## src/rtl/ycbcr422_packer.sv

```systemverilog
// rtl/ycbcr422_packer.sv - packs 4:4:4 YCbCr pixel pairs into YUYV words behind a small FWFT FIFO
// Optional build macro CHROMA_AVG_EN: average the two pixels' chroma instead of keeping pixel 0's.
module ycbcr422_packer #(
    parameter int FIFO_DEPTH = 4
) (
    input  logic        clk,
    input  logic        rst_n,
    input  logic [7:0]  iY,
    input  logic [7:0]  iCb,
    input  logic [7:0]  iCr,
    input  logic        iValid,
    input  logic        iSol,
    input  logic        iSof,
    input  logic        iReady,
    input  logic        iClrErr,
    output logic [31:0] oData,
    output logic        oValid,
    output logic        oSof,
    output logic        oOverflow
);
    localparam int AW = $clog2(FIFO_DEPTH);
    localparam logic [AW:0] PTR_ONE = {{AW{1'b0}}, 1'b1};

    typedef enum logic {EVEN, ODD} pair_state_t;

    pair_state_t state, state_nxt;
    logic [7:0]  hold_y, hold_cb, hold_cr;
    logic        hold_sof;
    logic        capture;
    logic        push_nxt;
    logic [31:0] word_nxt;
    logic        sof_nxt;
    logic [7:0]  pair_cb, pair_cr;

    logic        stage_valid;
    logic [31:0] stage_data;
    logic        stage_sof;

    logic [31:0] mem_data [FIFO_DEPTH];
    logic        mem_sof  [FIFO_DEPTH];
    logic [AW:0] wr_ptr, rd_ptr;
    logic        full, empty, pop, do_write, drop;

`ifdef CHROMA_AVG_EN
    logic [8:0] sum_cb, sum_cr;
    assign sum_cb  = {1'b0, hold_cb} + {1'b0, iCb} + 9'd1;
    assign sum_cr  = {1'b0, hold_cr} + {1'b0, iCr} + 9'd1;
    assign pair_cb = sum_cb[8:1];
    assign pair_cr = sum_cr[8:1];
`else
    assign pair_cb = hold_cb;
    assign pair_cr = hold_cr;
`endif

    always_ff @(posedge clk or negedge rst_n) begin
        if (!rst_n) begin
            state <= EVEN;
        end else begin
            state <= state_nxt;
        end
    end

    // A start-of-line while a pixel is held closes an odd-length line with a padded word.
    always_comb begin
        state_nxt = state;
        capture   = 1'b0;
        push_nxt  = 1'b0;
        word_nxt  = '0;
        sof_nxt   = 1'b0;
        case (state)
            EVEN: begin
                if (iValid) begin
                    capture   = 1'b1;
                    state_nxt = ODD;
                end
            end
            ODD: begin
                if (iValid) begin
                    push_nxt = 1'b1;
                    sof_nxt  = hold_sof;
                    if (iSol || iSof) begin
                        word_nxt = {hold_cr, hold_y, hold_cb, hold_y};
                        capture  = 1'b1;
                    end else begin
                        word_nxt  = {pair_cr, iY, pair_cb, hold_y};
                        state_nxt = EVEN;
                    end
                end
            end
            default: state_nxt = EVEN;
        endcase
    end

    always_ff @(posedge clk or negedge rst_n) begin
        if (!rst_n) begin
            hold_y      <= '0;
            hold_cb     <= '0;
            hold_cr     <= '0;
            hold_sof    <= 1'b0;
            stage_valid <= 1'b0;
            stage_data  <= '0;
            stage_sof   <= 1'b0;
        end else begin
            if (capture) begin
                hold_y   <= iY;
                hold_cb  <= iCb;
                hold_cr  <= iCr;
                hold_sof <= iSof;
            end
            stage_valid <= push_nxt;
            stage_data  <= word_nxt;
            stage_sof   <= sof_nxt;
        end
    end

    assign empty    = (wr_ptr == rd_ptr);
    assign full     = (wr_ptr[AW] != rd_ptr[AW]) && (wr_ptr[AW-1:0] == rd_ptr[AW-1:0]);
    assign pop      = !empty && iReady;
    assign do_write = stage_valid && (!full || pop);
    assign drop     = stage_valid && full && !pop;

    always_ff @(posedge clk or negedge rst_n) begin
        if (!rst_n) begin
            wr_ptr <= '0;
            rd_ptr <= '0;
            for (int i = 0; i < FIFO_DEPTH; i++) begin
                mem_data[i] <= '0;
                mem_sof[i]  <= 1'b0;
            end
        end else begin
            if (do_write) begin
                mem_data[wr_ptr[AW-1:0]] <= stage_data;
                mem_sof[wr_ptr[AW-1:0]]  <= stage_sof;
                wr_ptr                   <= wr_ptr + PTR_ONE;
            end
            if (pop) begin
                rd_ptr <= rd_ptr + PTR_ONE;
            end
        end
    end

    // A drop in the same cycle as a clear request leaves the flag set.
    always_ff @(posedge clk or negedge rst_n) begin
        if (!rst_n) begin
            oOverflow <= 1'b0;
        end else if (drop) begin
            oOverflow <= 1'b1;
        end else if (iClrErr) begin
            oOverflow <= 1'b0;
        end
    end

    assign oValid = !empty;
    assign oData  = mem_data[rd_ptr[AW-1:0]];
    assign oSof   = mem_sof[rd_ptr[AW-1:0]];

endmodule
```

## config.mk

```make
export PLATFORM = sky130hd
export DESIGN_NAME = ycbcr422_packer
export DESIGN_NICKNAME = d
export VERILOG_FILES = /design/src/rtl/ycbcr422_packer.sv
export SDC_FILE = /design/constraint.sdc
export NUM_CORES = 1
export LEC_CHECK = 0
export CAP_MARGIN = 20
export CORE_UTILIZATION = 40
export DETAILED_ROUTE_END_ITERATION = 16
export GPL_ROUTABILITY_DRIVEN = 0
export MAX_ROUTING_LAYER = met4
export SETUP_SLACK_MARGIN = 0.2
export SLEW_MARGIN = 10
export SYNTH_ARGS = -nofsm -noshare
export SYNTH_HDL_FRONTEND = slang
export SYNTH_SLANG_ARGS = --single-unit
```

## constraint.sdc

```tcl
create_clock -name clk -period 2.5 [get_ports clk]
set_input_delay 0.625 -clock clk [delete_from_list [all_inputs] [get_ports clk]]
set_output_delay 0.625 -clock clk [all_outputs]
set_load 0.01 [all_outputs]
```

==> results.toml <==
[run_status]
outcome = "finished, violations left"
violations = "negative setup slack"

[final_layout]
multi_input_area_um2 = 3700
drive_gt1_share_pct = 52.8
insertedDiodeCount = 0
finish.utilization_pct = 54.4
seqCellArea_um2 = 4980
fillCellCount = 1705
syn_to_final_growth_pct = 33.6
nNetsFinal = 675

[critical_path]
rr_worst_depth = 11
worstSetupEndpointType = "output port"
critical_path_required_ns = 1.88
r2r-end = "mem_data[57]$_DFFE_PN0P_"
r2r_setup_slack_ns = 0
r2r_start = "rd_ptr[0]$_DFFE_PN0P_"
cp.arrival_ns = 1.90
critPathLaunchType = "flop"
path_max_fanout = 5
worstSetupPathType = "reg2out"

[grt]
grt_pass1_wl_um = 29400
grtUsageTotal_pct = 18.5
grt_max_degree = 66
grt_pass1_vias = 5167
grt-ovfl-total = 0
antenna_found_initial = 0

[routing]
wl_per_cell_um = 23.5
drtIter0Drc = 214
remaining_drc_errors = 0
antenna_left = 0
vias_per_cell = 5.36
finalWirelength_um = 21700
vias = 4959
firstDrtPassIters = 4

[clock_network]
clk_latency_ns = 0.43
path_clk_slew_ns = 0.07
numCtsBuffers = 17
h-tree-depth = 4
cts_tree = "yes"
cts_root_buf = "clkbuf_16"
clk_path_buf_depth = 2
cts.sinks = 199

[placed_design]
io_buffers = 65
hpwl_um = 10900

[sta]
finClkSkew_ns = 0.00857
slew_headroom_pct = 60.4
tightest_slew_ns = 0.589
hold_viol = 0
final_max_slew_viol_count = 0
period_needed_ns = 2.53
worst_hold_slack_ns = 0.192
setup_ws_ns = -0.0299
rsz0062_at_grt = "true"
finalSetupViolations = 3
clock.fmax_ghz = 0.395
fin_crit_sh_pct = 101

[yosys]
ys_seq_area_share_pct = 58.4
synth_cells = 510
netlist_top_cells_area = "dfrtp_1, mux2_2, mux4_2"
syn_nets = 546
syn_area_um2 = 8530
ys_warn_count = 0
synth.distinct_cells = 30
synth_top_area_share_pct = 58.4
yosys.area.top_type = "dfrtp_1"
syn_area_per_cell_um2 = 16.7
ys_ff_latch = 199

[power]
powerDensity_nw_per_um2 = 1220
p_leak_nw = 5.71
ir_drop_uv = 514

[floorplan]
die_x_um = 148
die_h_um = 148
dieArea_um2 = 21900
core_area_um2 = 21000
start_util_pct = 40.7
fp-row-count = 53
boundaryPins = 66

[job]
cap_violations = 0

[worst_hold_path]
hp-class = "in2async"
## layout by cell type (no fill, tap or decap), drive strengths merged, types with 5 or more instances in the layout
master and n:
nand2 10, mux4 33, o41ai 5, dfrtp 199, clkbuf 31, ha 5
and3 25, inv 6, clkinv 6, buf 100, a21oi 8, mux2 159
o21ai 9, clkdlybuf4s50 30
## stage by stage
step / total power, W / worst slack [ns] / std cells / setup TNS (ns) / instance area, um2
global route: 0.0145 / -0.0873 / 925 / -1.32 / 11400
CTS: 0.0128 / -0.0430 / 895 / -0.0665 / 10500
detailed placement: 0.00948 / 0.0231 / 843 / 0 / 9620
finish: 0.0139 / -0.0299 / 925 / -0.0365 / 11400
floorplan: 0.00766 / 0.403 / 510 / 0 / 8530
global placement: 0.00930 / 0.0243 / 843 / 0 / 9620
## registers in the layout, indices dropped and copies added (netlist names)
signal       flops
hold_sof         1
mem_data       128
rd_ptr           3
mem_sof          4
stage_sof        1
oOverflow        1
stage_data      32
wr_ptr           3
hold_y           8
state            1
stage_valid      1
hold_cb          8
hold_cr          8
## layer usage
layer | wire (um) | track usage [%] | vias to the layer above
li1 | - | - | 2114
met1 | 9760 | 24.7 | 2728
met2 | 10900 | 29.2 | 93
met3 | 746 | 2.84 | 24
met4 | 331 | 5.82 | 0
met5 | 0 | - | -
## worst max-delay path, stage by stage, from the launching register on
cell and delay (ns):
dfrtp_2 0.45, buf_6 0.14, buf_16 0.12, buf_6 0.09, mux4_2 0.52, buf_6 0.15
## where the power goes
part | total (W) | internal (W) | switching, W
sequential | 0.00501 | 0.00429 | 0.000713
clock | 0.00270 | 0.00154 | 0.00116
combinational | 0.00615 | 0.00386 | 0.00229
## worst max path at each step
stage / start / end / cells after the start
global placement: iReady / mem_data[0]$_DFFE_PN0P_ / 5
CTS: rd_ptr[0]$_DFFE_PN0P_ / oData[12] / 5
detailed placement: iReady / mem_data[0]$_DFFE_PN0P_ / 5
finish: rd_ptr[0]$_DFFE_PN0P_ / oData[12] / 5
global route: rd_ptr[0]$_DFFE_PN0P_ / oData[12] / 5
floorplan: rd_ptr[0]$_DFFE_PN0P_ / oData[0] / 3
## cell usage after synthesis
master and number:
a21oi_1 8, a32o_1 1, and2_1 4, and3_1 25, buf_1 1, buf_2 8, buf_4 1, buf_6 12
clkbuf_1 9, dfrtp_1 199, ha_1 5, inv_1 6, mux2_1 6, mux2_2 124, mux2_4 29, mux2i_1 1
mux4_2 33, nand2_1 10, nor2_1 3, o21ai_0 9, o311a_1 1, o311ai_0 1, o31ai_1 1, o31ai_2 1
o41ai_1 1, o41ai_4 4, xnor2_1 3, xnor2_2 1, xor2_1 1, xor2_4 2
## layout make-up
type | count | area share (%)
Clock buffer | 21 | 4.13
Clock inverter | 9 | 0.890
Inverter | 6 | 0.198
Multi-Input combinational cell | 274 | 32.5
Sequential cell | 199 | 43.7
Tap cell | 275 | 3.02
Timing Repair Buffer | 141 | 15.5
## logic make-up after synthesis
group,after synthesis,synth area share [%]
buffers and inverters,37,2.85
flip-flops,199,58.4
AO/OA/AOI/OAI,27,2.96
AND/OR/NAND/NOR,42,2.70
multiplexers,193,31.1
adder cells (fa/ha/maj),5,0.734
XOR/XNOR,7,1.25
## what timing repair did
| item | in CTS | in global routing |
|---|---|---|
| gates cloned | 3 | 16 |
| hold buffers | 0 | 0 |
| pin swaps | 6 | 5 |
| setup buffers | 19 | 14 |
| gates resized for setup | 184 | 139 |
| setup endpoints to repair | 34 | 164 |
No activity file was read; power rests on OpenSTA's default activity.
